## config.mk

```make
export PLATFORM = sky130hd
export DESIGN_NAME = bin2dec_seq_arb
export DESIGN_NICKNAME = d
export VERILOG_FILES = /design/src/rtl/bin2dec_seq_arb.sv
export SDC_FILE = /design/constraint.sdc
export NUM_CORES = 1
export LEC_CHECK = 0
export CORE_MARGIN = 4
export CORE_UTILIZATION = 46
export DETAILED_ROUTE_END_ITERATION = 8
export HOLD_SLACK_MARGIN = 0.05
export PLACE_DENSITY = 0.84
export SETUP_SLACK_MARGIN = 0.05
export SYNTH_ARGS = -nofsm -noshare
export SYNTH_HDL_FRONTEND = slang
export SYNTH_SLANG_ARGS = --single-unit
```

## constraint.sdc

```tcl
create_clock -name iCLK -period 1.6 [get_ports iCLK]
set_input_delay 0.16 -clock iCLK [delete_from_list [all_inputs] [get_ports iCLK]]
set_output_delay 0.16 -clock iCLK [all_outputs]
set_load 0.005 [all_outputs]
```

## src/rtl/bin2dec_seq_arb.sv

```systemverilog
// Two-requester binary-to-BCD converter using sequential double dabble.
// A round-robin arbiter picks one operand per conversion; results saturate above 999999.
module bin2dec_seq_arb #(
    parameter int WIDTH = 32
) (
    input  logic             iCLK,
    input  logic             iRST,
    input  logic [1:0]       iReq,
    input  logic [WIDTH-1:0] iData0,
    input  logic [WIDTH-1:0] iData1,
    output logic [1:0]       oAck,
    output logic             oBusy,
    output logic             oValid,
    output logic             oSrc,
    output logic [3:0]       oHunThousand,
    output logic [3:0]       oTenThousand,
    output logic [3:0]       oThousands,
    output logic [3:0]       oHundreds,
    output logic [3:0]       oTens,
    output logic [3:0]       oOnes,
    output logic             oOvf,
    output logic [1:0]       oDbgState
);

    typedef enum logic [1:0] {
        IDLE  = 2'd0,
        SHIFT = 2'd1,
        DONE  = 2'd2
    } state_e;

    localparam int CW = $clog2(WIDTH + 1);

    state_e           state_q, state_d;
    logic             ptr_q, ptr_d;
    logic [WIDTH-1:0] sr_q, sr_d;
    logic [23:0]      dig_q, dig_d;
    logic             ovf_q, ovf_d;
    logic [CW-1:0]    cnt_q, cnt_d;
    logic             src_q, src_d;
    logic [1:0]       ack_q, ack_d;
    logic [23:0]      res_dig_q, res_dig_d;
    logic             res_ovf_q, res_ovf_d;
    logic             res_src_q, res_src_d;

    logic [23:0]      adj;
    logic             win;

    // Add-3 correction applied to every digit before the shift.
    always_comb begin
        adj = dig_q;
        for (int k = 0; k < 6; k++) begin
            if (dig_q[4*k +: 4] >= 4'd5) begin
                adj[4*k +: 4] = dig_q[4*k +: 4] + 4'd3;
            end
        end
    end

    // Single request wins outright; a tie goes to the round-robin pointer.
    assign win = (iReq == 2'b11) ? ptr_q : iReq[1];

    always_comb begin
        state_d   = state_q;
        ptr_d     = ptr_q;
        sr_d      = sr_q;
        dig_d     = dig_q;
        ovf_d     = ovf_q;
        cnt_d     = cnt_q;
        src_d     = src_q;
        ack_d     = 2'b00;
        res_dig_d = res_dig_q;
        res_ovf_d = res_ovf_q;
        res_src_d = res_src_q;
        case (state_q)
            IDLE: begin
                if (iReq != 2'b00) begin
                    sr_d    = win ? iData1 : iData0;
                    dig_d   = 24'd0;
                    ovf_d   = 1'b0;
                    cnt_d   = CW'(WIDTH);
                    src_d   = win;
                    ptr_d   = ~win;
                    ack_d   = win ? 2'b10 : 2'b01;
                    state_d = SHIFT;
                end
            end
            SHIFT: begin
                dig_d = {adj[22:0], sr_q[WIDTH-1]};
                ovf_d = ovf_q | adj[23];
                sr_d  = sr_q << 1;
                cnt_d = cnt_q - CW'(1);
                // Results are published from the final step's next-state values.
                if (cnt_q == CW'(1)) begin
                    state_d   = DONE;
                    res_dig_d = ovf_d ? 24'h999999 : dig_d;
                    res_ovf_d = ovf_d;
                    res_src_d = src_q;
                end
            end
            DONE: begin
                state_d = IDLE;
            end
            default: begin
                state_d = IDLE;
            end
        endcase
    end

    always_ff @(posedge iCLK) begin
        if (iRST) begin
            state_q   <= IDLE;
            ptr_q     <= 1'b0;
            sr_q      <= '0;
            dig_q     <= 24'd0;
            ovf_q     <= 1'b0;
            cnt_q     <= '0;
            src_q     <= 1'b0;
            ack_q     <= 2'b00;
            res_dig_q <= 24'd0;
            res_ovf_q <= 1'b0;
            res_src_q <= 1'b0;
        end else begin
            state_q   <= state_d;
            ptr_q     <= ptr_d;
            sr_q      <= sr_d;
            dig_q     <= dig_d;
            ovf_q     <= ovf_d;
            cnt_q     <= cnt_d;
            src_q     <= src_d;
            ack_q     <= ack_d;
            res_dig_q <= res_dig_d;
            res_ovf_q <= res_ovf_d;
            res_src_q <= res_src_d;
        end
    end

    assign oAck         = ack_q;
    assign oBusy        = (state_q != IDLE);
    assign oValid       = (state_q == DONE);
    assign oSrc         = res_src_q;
    assign oOvf         = res_ovf_q;
    assign oHunThousand = res_dig_q[23:20];
    assign oTenThousand = res_dig_q[19:16];
    assign oThousands   = res_dig_q[15:12];
    assign oHundreds    = res_dig_q[11:8];
    assign oTens        = res_dig_q[7:4];
    assign oOnes        = res_dig_q[3:0];
    assign oDbgState    = state_q;

endmodule

```

==> impl_metrics.yaml <==
status:
  outcome: "complete, but fails checks"
  violations: "setup timing"
yosys:
  synth_edf_count: 0
  yosys_most_used_dff: "dfxtp_1"
  synth_area_um2: 4600
  synthCells: 509
  synth_warnings: 0
  yosysSeqAreaShare: 0.414
  ys_seq_elements: 95
  syn_avg_cell_area_um2: 9.03
  synth.distinct_cells: 51
  synth_fp_nets: 591
  ys_async_sr_fraction: 0
final_layout:
  n_antenna_cell: 0
  fill_cells: 797
  num-nets-final: 693
  fin_util: 0.636
  drive_gt1_frac: 0.188
  area_growth_pct: 35.3
timing:
  whs_ns: 0.219
  finalHoldViolCount: 0
  tightestPinTransition_ns: 0.374
  slew_headroom: 0.748
  finClkSkew_ns: 0.0180
  finalCriticalPeriod_ns: 1.63
  setup-violations-final: 6
  worst_slack_ns: -0.0266
  fmax_mhz: 615
  rsz0062_at_grt: "yes"
  drv_slew: 0
  fin_crit_sh: 1.02
critical_path:
  worstSetupEndpoint: "res_dig_q[9]"
  worstPathRequired_ns: 1.85
  timing.rr.end: "res_dig_q[9]"
  cp-start-kind: "register"
  r2r-start: "dig_q[21]"
  critPathCaptureType: "register"
  critical_path_class: "register to register"
  crit_start: "dig_q[21]"
  ff2ff_path_depth: 8
  crit_fanout: 6
  rrSetupSlack_ns: -0.03
  arrival_ns: 1.88
floorplan:
  fp-row-count: 36
  dieArea_um2: 11700
  die_h_um: 108
  io_pins: 100
  die_w_um: 108
  start_util: 0.470
  coreArea_um2: 9770
global_route:
  track_usage: 0.197
  grt_pass1_wl_um: 18800
  grt_pass1_vias: 4165
  grt_overflow: 0
  antenna_found_initial: 0
  grt_max_degree: 67
pwr:
  p_seq_frac: 0.522
  p_sw_frac: 0.277
  clock_power_share: 0.303
  comb_power_share: 0.176
  p_leak_nw: 2.34
  vdd_ir_drop_max_uv: 425
  p_total_mw: 4.89
  power_switching_mw: 1.35
  power.density_nw_per_um2: 786
  intPower_mw: 3.54
clocking:
  cts_buffers: 9
  htreeDepth: 3
  postCtsHoldBufs: 0
  clkLatencyLatePin_ns: 0.36
  clk_pin_slew_ns: 0.10
  clock-sinks: 95
  clockBufferDepth: 2
  cts_tree: "done"
  root_buffer: "clkbuf_8"
route:
  first_pass_iters: 4
  routed_wl_um: 11700
  ant_nets: 0
  via_count: 4273
  wl_per_cell_um: 15.6
  dr.first_iter.drc_count: 215
  route.detailed.drc: 0
  viasPerCell: 5.70
placement:
  place_hpwl_um: 8100
  io_buffers: 99
  place_congestion: 0.822
min_path:
  min_path_type: "primary input to register"
run:
  maxCapViolCount: 0
==> metrics by stage <==
stage               worst slack, ns  TNS (ns)  instance area, um2  std cells
detailed placement          -0.0810     -2.07                5830        727
floorplan                    0.0619         0                4610        509
global placement            -0.0314    -0.409                5830        727
CTS                          0.0278         0                6120        748
global route                 -0.101    -0.957                6220        749
finish                      -0.0266    -0.109                6220        749
==> per-layer routing <==
layer  global-route usage  vias to the layer above  share of wire
met1                0.247                     2010           0.43
met2                0.336                      144           0.48
met4               0.0812                        0          0.025
met3               0.0352                       27          0.061
li1                     -                     2092              -
met5                    0                        -              0
==> cells in the final DEF, fill, tap and decap left out, types with 8 or more instances in the layout <==
cell / Yosys / routed
nor2_1: 24 / 23
dfxtp_2: 0 / 8
a21oi_1: 56 / 47
dfxtp_1: 95 / 81
a21oi_2: 0 / 9
clkdlybuf4s50_1: 0 / 94
a22oi_1: 31 / 31
buf_4: 2 / 25
a21boi_0: 32 / 32
nand2b_1: 10 / 9
and3_1: 32 / 32
nand2_1: 10 / 10
ha_1: 14 / 11
a311oi_1: 8 / 8
clkbuf_8: 0 / 10
inv_1: 18 / 15
a22o_1: 15 / 15
o21ai_0: 38 / 37
a22o_2: 10 / 10
==> how the worst min path moves through the flow <==
| stage | startpoint | to | depth (start not counted) |
|---|---|---|---|
| 2_1_floorplan | iReq[0] | ptr_q | 2 |
| 4_1_cts | iRST | oDbgState[1] | 4 |
| 3_5_place_dp | src_q | src_q | 1 |
| 3_3_place_gp | ptr_q | ptr_q | 1 |
| 5_1_grt | iRST | oDbgState[1] | 4 |
| 6_report | iRST | oDbgState[1] | 4 |
==> kinds of logic (layout without fill, tap and decap cells) <==
family	Yosys count	count (layout)	synth area share
adders and majority gates	14	14	0.0381
muxes	7	7	0.0152
xor gates and xnor gates	6	6	0.0114
AOI/OAI and AO/OA	222	222	0.325
DFF	95	95	0.414
buffers and inverters	60	167	0.0599
and+or+nand+nor	105	105	0.137
==> registers in the layout, summed over array words and instances, names as in the netlist <==
register,cells
cnt_q,6
dig_q,24
oAck,2
oDbgState,2
oOvf,1
oSrc,1
ovf_q,1
ptr_q,1
res_dig_q,24
sr_q,32
src_q,1
==> repair_timing <==
action | 4_1_cts | 5_1_grt
pin swaps | 4 | 9
buffers inserted | 5 | 1
setup endpoints to repair | 36 | 68
gates resized for setup | 28 | 36
==> Yosys cell counts, drive strengths merged, types with 7 or more instances <==
library cell / number / area [um2]
buf: 12 / 88.8
dfxtp: 95 / 1900
clkbuf: 29 / 110
nor3b: 7 / 68.8
a311oi: 8 / 70.1
a22o: 25 / 231
a22oi: 31 / 233
nand2: 10 / 37.5
nand2b: 10 / 62.6
mux2i: 7 / 70.1
a21boi: 32 / 240
nor2: 25 / 96.4
ha: 14 / 175
a21oi: 56 / 280
and3: 32 / 200
inv: 18 / 67.6
o21ai: 40 / 200
==> area by class of cell <==
cell class	instances	area, um2	share of cell area
inverters	18	67.6	0.0109
well taps	133	166	0.0267
repair buffers	133	1320	0.212
clock inverters	5	38.8	0.00623
multi-input cells	354	2550	0.410
clock buffers	11	141	0.0227
flip-flops and latches	95	1930	0.311
==> critical path: stages (launching register included) <==
cell and delay [ns]:
dfxtp_2 0.34, inv_2 0.08, ha_2 0.16, nand2b_4 0.12, nor3b_4 0.25, buf_4 0.17, nor4_4 0.04, buf_4 0.16
a22o_1 0.20
==> power groups by stage <==
| stage | combinational, mW | sequential [mW] | clock (mW) |
|---|---|---|---|
| final | 0.858 | 2.55 | 1.48 |
| after global routing | 0.952 | 2.56 | 1.61 |
| after CTS | 0.841 | 2.55 | 1.50 |
| after detailed placement | 0.832 | 2.61 | 0 |
| after global placement | 0.810 | 2.60 | 0 |
| after floorplan | 0.468 | 2.59 | 0 |
(Power assumes the default switching activity.)
